--- src/rtl/arith_pkg.sv ---
// Shared definitions for the sequential add/subtract datapath:
// FSM states, operation encoding and step/counter sizing helpers.
package arith_pkg;

    typedef enum logic [1:0] {
        ST_IDLE = 2'd0,
        ST_BUSY = 2'd1,
        ST_DONE = 2'd2
    } state_e;

    localparam logic OP_ADD = 1'b0;
    localparam logic OP_SUB = 1'b1;

    // Number of slices needed to cover the full operand width.
    function automatic int calc_nstep(input int width, input int chunk);
        return width / chunk;
    endfunction

    // Step counter width; a single-step configuration still keeps one bit.
    function automatic int calc_cnt_w(input int nstep);
        return (nstep > 1) ? $clog2(nstep) : 1;
    endfunction

endpackage

--- src/rtl/add_slice.sv ---
// Combinational CHUNK-bit adder slice. Besides sum and carry-out it reports
// the carry into its MSB, which the top uses for signed overflow on the
// final slice.
module add_slice #(
    parameter int CHUNK = 4
) (
    input  logic [CHUNK-1:0] a,
    input  logic [CHUNK-1:0] b,
    input  logic             cin,
    output logic [CHUNK-1:0] sum,
    output logic             cout,
    output logic             c_msb
);

    logic [CHUNK:0] full;

    // One extra bit captures the carry out; the MSB carry-in is recovered
    // from the MSB sum bit, which also works when CHUNK is 1.
    always_comb begin
        full  = {1'b0, a} + {1'b0, b} + {{CHUNK{1'b0}}, cin};
        sum   = full[CHUNK-1:0];
        cout  = full[CHUNK];
        c_msb = full[CHUNK-1] ^ a[CHUNK-1] ^ b[CHUNK-1];
    end

endmodule

--- src/rtl/addsub_seq.sv ---
// Multi-cycle add/subtract unit. Operands are consumed CHUNK bits per clock,
// LSB slice first, with the carry held in a register between cycles.
// Subtraction is performed as e1 + ~e2 + ~r0, so one narrow adder serves
// both operations. Valid/ready handshakes on both sides.
module addsub_seq
    import arith_pkg::*;
#(
    parameter int WIDTH = 16,
    parameter int CHUNK = 4
) (
    input  logic             clk,
    input  logic             rst_n,
    input  logic             in_valid,
    output logic             in_ready,
    input  logic             op,
    input  logic [WIDTH-1:0] e1,
    input  logic [WIDTH-1:0] e2,
    input  logic             r0,
    output logic             out_valid,
    input  logic             out_ready,
    output logic [WIDTH-1:0] s,
    output logic             r1,
    output logic             ovf,
    output logic             zero
);

    if (WIDTH < 1 || CHUNK < 1 || (WIDTH % CHUNK) != 0) begin : g_param_check
        $error("addsub_seq: CHUNK must be >= 1 and divide WIDTH exactly");
    end

    localparam int NSTEP = calc_nstep(WIDTH, CHUNK);
    localparam int CNT_W = calc_cnt_w(NSTEP);
    localparam logic [CNT_W-1:0] LAST_STEP = CNT_W'(NSTEP - 1);

    state_e           state_q, state_d;
    logic [WIDTH-1:0] a_q, a_d;
    logic [WIDTH-1:0] b_q, b_d;
    logic [WIDTH-1:0] acc_q, acc_d;
    logic [WIDTH-1:0] s_q, s_d;
    logic [CNT_W-1:0] cnt_q, cnt_d;
    logic             carry_q, carry_d;
    logic             op_q, op_d;
    logic             r1_q, r1_d;
    logic             ovf_q, ovf_d;
    logic             zero_q, zero_d;
    logic             in_ready_q, in_ready_d;
    logic             out_valid_q, out_valid_d;

    logic [CHUNK-1:0] slice_a, slice_b, slice_sum;
    logic             slice_cout, slice_cmsb;

    assign slice_a = a_q[cnt_q*CHUNK +: CHUNK];
    assign slice_b = b_q[cnt_q*CHUNK +: CHUNK];

    add_slice #(.CHUNK(CHUNK)) u_add_slice (
        .a     (slice_a),
        .b     (slice_b),
        .cin   (carry_q),
        .sum   (slice_sum),
        .cout  (slice_cout),
        .c_msb (slice_cmsb)
    );

    // Next-state logic: operand capture, per-slice accumulation, flag update.
    always_comb begin
        // NOTE: every _d starts from its current value so no branch can infer a latch.
        state_d     = state_q;
        a_d         = a_q;
        b_d         = b_q;
        acc_d       = acc_q;
        s_d         = s_q;
        cnt_d       = cnt_q;
        carry_d     = carry_q;
        op_d        = op_q;
        r1_d        = r1_q;
        ovf_d       = ovf_q;
        zero_d      = zero_q;
        in_ready_d  = in_ready_q;
        out_valid_d = out_valid_q;

        unique case (state_q)
            ST_IDLE: begin
                if (in_valid) begin
                    a_d        = e1;
                    b_d        = (op == OP_SUB) ? ~e2 : e2;
                    carry_d    = (op == OP_SUB) ? ~r0 : r0;
                    op_d       = op;
                    cnt_d      = '0;
                    state_d    = ST_BUSY;
                    in_ready_d = 1'b0;
                end
            end
            ST_BUSY: begin
                acc_d[cnt_q*CHUNK +: CHUNK] = slice_sum;
                carry_d = slice_cout;
                if (cnt_q == LAST_STEP) begin
                    // Final slice: publish result and flags together.
                    s_d         = acc_d;
                    r1_d        = (op_q == OP_SUB) ? ~slice_cout : slice_cout;
                    ovf_d       = slice_cmsb ^ slice_cout;
                    zero_d      = (acc_d == '0);
                    state_d     = ST_DONE;
                    out_valid_d = 1'b1;
                end else begin
                    cnt_d = cnt_q + CNT_W'(1);
                end
            end
            ST_DONE: begin
                if (out_ready) begin
                    state_d     = ST_IDLE;
                    out_valid_d = 1'b0;
                    in_ready_d  = 1'b1;
                end
            end
            default: begin
                state_d     = ST_IDLE;
                out_valid_d = 1'b0;
                in_ready_d  = 1'b1;
            end
        endcase
    end

    // State and datapath registers; reset aborts any operation in flight.
    always_ff @(posedge clk or negedge rst_n) begin
        if (!rst_n) begin
            // NOTE: sequential state uses non-blocking assignments so all flops update together.
            state_q     <= ST_IDLE;
            a_q         <= '0;
            b_q         <= '0;
            acc_q       <= '0;
            s_q         <= '0;
            cnt_q       <= '0;
            carry_q     <= 1'b0;
            op_q        <= OP_ADD;
            r1_q        <= 1'b0;
            ovf_q       <= 1'b0;
            zero_q      <= 1'b0;
            in_ready_q  <= 1'b1;
            out_valid_q <= 1'b0;
        end else begin
            state_q     <= state_d;
            a_q         <= a_d;
            b_q         <= b_d;
            acc_q       <= acc_d;
            s_q         <= s_d;
            cnt_q       <= cnt_d;
            carry_q     <= carry_d;
            op_q        <= op_d;
            r1_q        <= r1_d;
            ovf_q       <= ovf_d;
            zero_q      <= zero_d;
            in_ready_q  <= in_ready_d;
            out_valid_q <= out_valid_d;
        end
    end

    assign in_ready  = in_ready_q;
    assign out_valid = out_valid_q;
    assign s         = s_q;
    assign r1        = r1_q;
    assign ovf       = ovf_q;
    assign zero      = zero_q;

endmodule

--- config.mk ---
export PLATFORM = sky130hd
export DESIGN_NAME = addsub_seq
export DESIGN_NICKNAME = d
export VERILOG_FILES = /design/src/rtl/arith_pkg.sv /design/src/rtl/add_slice.sv /design/src/rtl/addsub_seq.sv
export SDC_FILE = /design/constraint.sdc
export NUM_CORES = 1
export LEC_CHECK = 0
export CAP_MARGIN = 20
export CORE_MARGIN = 5
export CORE_UTILIZATION = 50
export CTS_CLUSTER_DIAMETER = 80
export CTS_CLUSTER_SIZE = 24
export DETAILED_ROUTE_END_ITERATION = 12
export PLACE_DENSITY_LB_ADDON = 0.15
export SLEW_MARGIN = 20
export SYNTH_ARGS = -nofsm -noshare
export SYNTH_HDL_FRONTEND = slang
export SYNTH_SLANG_ARGS = --single-unit
--- constraint.sdc ---
create_clock -name clk -period 5.05 [get_ports clk]
set_clock_uncertainty 0.05 [all_clocks]
set_input_delay 1.01 -clock clk [delete_from_list [all_inputs] [get_ports clk]]
set_output_delay 1.01 -clock clk [all_outputs]
set_load 0.01 [all_outputs]
==> flow_summary.yaml <==
drt:
  drtIter0Drc: 112
  drc: 0
  wirelength_um: 7817
  first_pass_iters: 4
  ant_nets: 0
  vias_per_cell: 5.464
  drt-wirelength-per-cell_um: 15.30
  vias: 2792
setup_path:
  r2r_start: "cnt_q[0]$_DFFE_PN0P_"
  start_kind: "flop"
  arrival_ps: 3620
  ff2ff_setup_slack_ps: 1610
  r2r-end: "zero$_DFFE_PN0P_"
  crit_fanout: 19
  crit_type: "flop to flop"
  critPathRequiredTime_ps: 5230
  crit_path_end_kind: "flop"
  ff2ff_path_depth: 9
logic_synthesis:
  ys_warn_count: 0
  syn_inst: 356
  synth_commonest_cells: "dfrtp_1 (74), a21oi_1 (39), nor2_1 (37)"
  synth_flop_cell: "dfrtp_1"
  synth_edf_count: 0
  yosys.area.top_type: "dfrtp_1"
  ys_types: 47
  ys_top_cells_by_area: "dfrtp_1 (49%), mux2_2 (5.7%), a21oi_1 (5.2%), mux4_2 (4.8%), xnor2_1 (4.4%)"
  synth_area_mm2: 0.003785
  syn_avg_cell_area_um2: 10.63
  synth_top_area_share_pct: 48.93
  post-synth-top-count-cell: "dfrtp_1"
  yosysSeqAreaShare_pct: 49.62
  syn_nets: 405
  async_flop_share_pct: 100.0
  ys_ff_latch: 75
place:
  gp_congestion: 0.8686
  dp_hpwl_um: 5546
  port_buffers: 58
  pre_cts_slack_ps: 1586
sta:
  setup_ws_ps: 1607
  fmaxAchievable_mhz: 290.5
  finalCritPeriodShare_pct: 68.17
  worst_pin_slew_ps: 970.9
  hold_violations: 0
  final.min_clock_period_ps: 3443
  setup_tns_ps: 0
  slew_headroom_pct: 35.07
  rsz0062_at_grt: "no"
  setup_viol: 0
  slew_violations: 0
  holdWs_ps: 429.9
power:
  leakagePower_uw: 0.001900
  power_density_mw_per_mm2: 753.0
  irDropWorstVdd_v: 0.0004163
min_path:
  min_path_type: "flop to flop"
  hp-start: "s[14]$_DFFE_PN0P_"
  whs_endpoint: "s[14]$_DFFE_PN0P_"
  hold-path-cell-count: 2
floorplanning:
  initial_core_util_pct: 51.63
  die_x_um: 97.01
  core.rowCount: 31
  fp.dieArea_mm2: 0.009410
  die_y_um: 97.01
  ioPinCount: 59
  fp.coreArea_mm2: 0.007331
global_route:
  antenna_found_initial: 0
  grt_pass1_wl_um: 13740
  grt.total_usage_pct: 17.82
  grt_max_degree: 76
  grt_pass1_vias: 2901
  overflow: 0
finish:
  area_delta_synth_final_pct: 22.02
  nets: 456
  multiInputGateArea_mm2: 0.001782
  n_fill_cell: 613
  drive_gt1_share_pct: 11.65
  area.sequential_mm2: 0.001878
  n_antenna_cell: 0
clocking:
  cts_tree: "built"
  cts_root_buffer: "clkbuf_8"
  cts_made_buffers: 9
  insertion_delay_ps: 340
  path_clk_slew_ps: 80
  cts.sinks: 75
  postCtsSetupRepairBufs: 0
  htreeDepth: 3
  cts_hold_buffers: 0
  ctsResizeCount: 0
  cts_buffer_depth: 2
job:
  cap_violations: 0
run_status:
  outcome: "finished, final reports clean"
==> worst max-delay path, stage by stage, from the launching register on <==
cell and delay (ps):
dfrtp_1 870, mux4_2 620, fa_1 450, inv_1 90, fa_1 510, nor4bb_1 320, mux2i_1 160, nand3_1 90
a21o_1 90, o31ai_1 70
==> metrics by stage <==
| step | cells | instance area [µm²] | utilization, % | power (µW) |
|---|---|---|---|---|
| after floorplan | 356 | 3785 | - | 2428 |
| after global placement | 495 | 4415 | 60.23 | 2963 |
| after detailed placement | 495 | 4415 | 60.23 | 3031 |
| after CTS | 511 | 4612 | 62.91 | 3505 |
| after global routing | 511 | 4618 | 63.00 | 3773 |
| final | 511 | 4618 | 63.00 | 3478 |
==> logic make-up (layout without fill, tap and decap cells) <==
logic type / after synthesis / after routing / synth area share [%]
buf+inv: 31 / 87 / 3.637
compound gates: 87 / 87 / 14.08
simple gates: 103 / 103 / 13.06
mux: 29 / 29 / 10.94
fa+ha+maj: 11 / 11 / 4.033
xor+xnor: 20 / 20 / 4.628
flops: 75 / 75 / 49.62
==> per-layer routing <==
metal / vias up / global-route usage (%) / share of wire (%)
met5: - / 0 / 0
met4: 0 / 6.803 / 1.6
met3: 10 / 4.820 / 3.5
met2: 68 / 29.19 / 50
met1: 1352 / 22.52 / 45
li1: 1362 / - / -
==> worst max-delay path by stage <==
stage / from / endpoint / slack, ps / cells after the start
floorplan: cnt_q[0]$_DFFE_PN0P_ / zero$_DFFE_PN0P_ / 2080 / 11
CTS: cnt_q[0]$_DFFE_PN0P_ / zero$_DFFE_PN0P_ / 1580 / 9
detailed placement: cnt_q[0]$_DFFE_PN0P_ / zero$_DFFE_PN0P_ / 1590 / 9
finish: cnt_q[0]$_DFFE_PN0P_ / zero$_DFFE_PN0P_ / 1610 / 9
global placement: cnt_q[0]$_DFFE_PN0P_ / zero$_DFFE_PN0P_ / 1700 / 9
global route: cnt_q[0]$_DFFE_PN0P_ / zero$_DFFE_PN0P_ / 1350 / 9
==> layout by cell type, fill, tap and decap left out, drive strengths merged, types with 10 or more instances in the layout <==
cell           instances
o21ai                 19
xnor2                 19
inv                   10
a21oi                 39
dfrtp                 74
clkbuf                12
mux2                  19
nor2                  37
nand2                 28
clkdlybuf4s50         57
==> sequential cells by signal (all words and copies together), names as in the netlist <==
name,flops
op_q,1
s,16
out_valid,1
r1,1
cnt_q,2
in_ready,1
a_q,16
zero,1
b_q,16
state_q,2
carry_q,1
acc_q,16
ovf,1
==> report_power, final <==
part           switching [µW]  internal (µW)
registers                 213            882
logic                    1090            839
clock network             215            242
==> area by class of cell <==
class                           instances  area share, %
Clock inverter                          4          1.111
Sequential cell                        75          40.67
Clock buffer                           12          3.143
Tap cell                               99          2.682
Timing Repair Buffer                   61          13.00
Multi-Input combinational cell        250          38.58
Inverter                               10         0.8128
(Power assumes the default switching activity.)
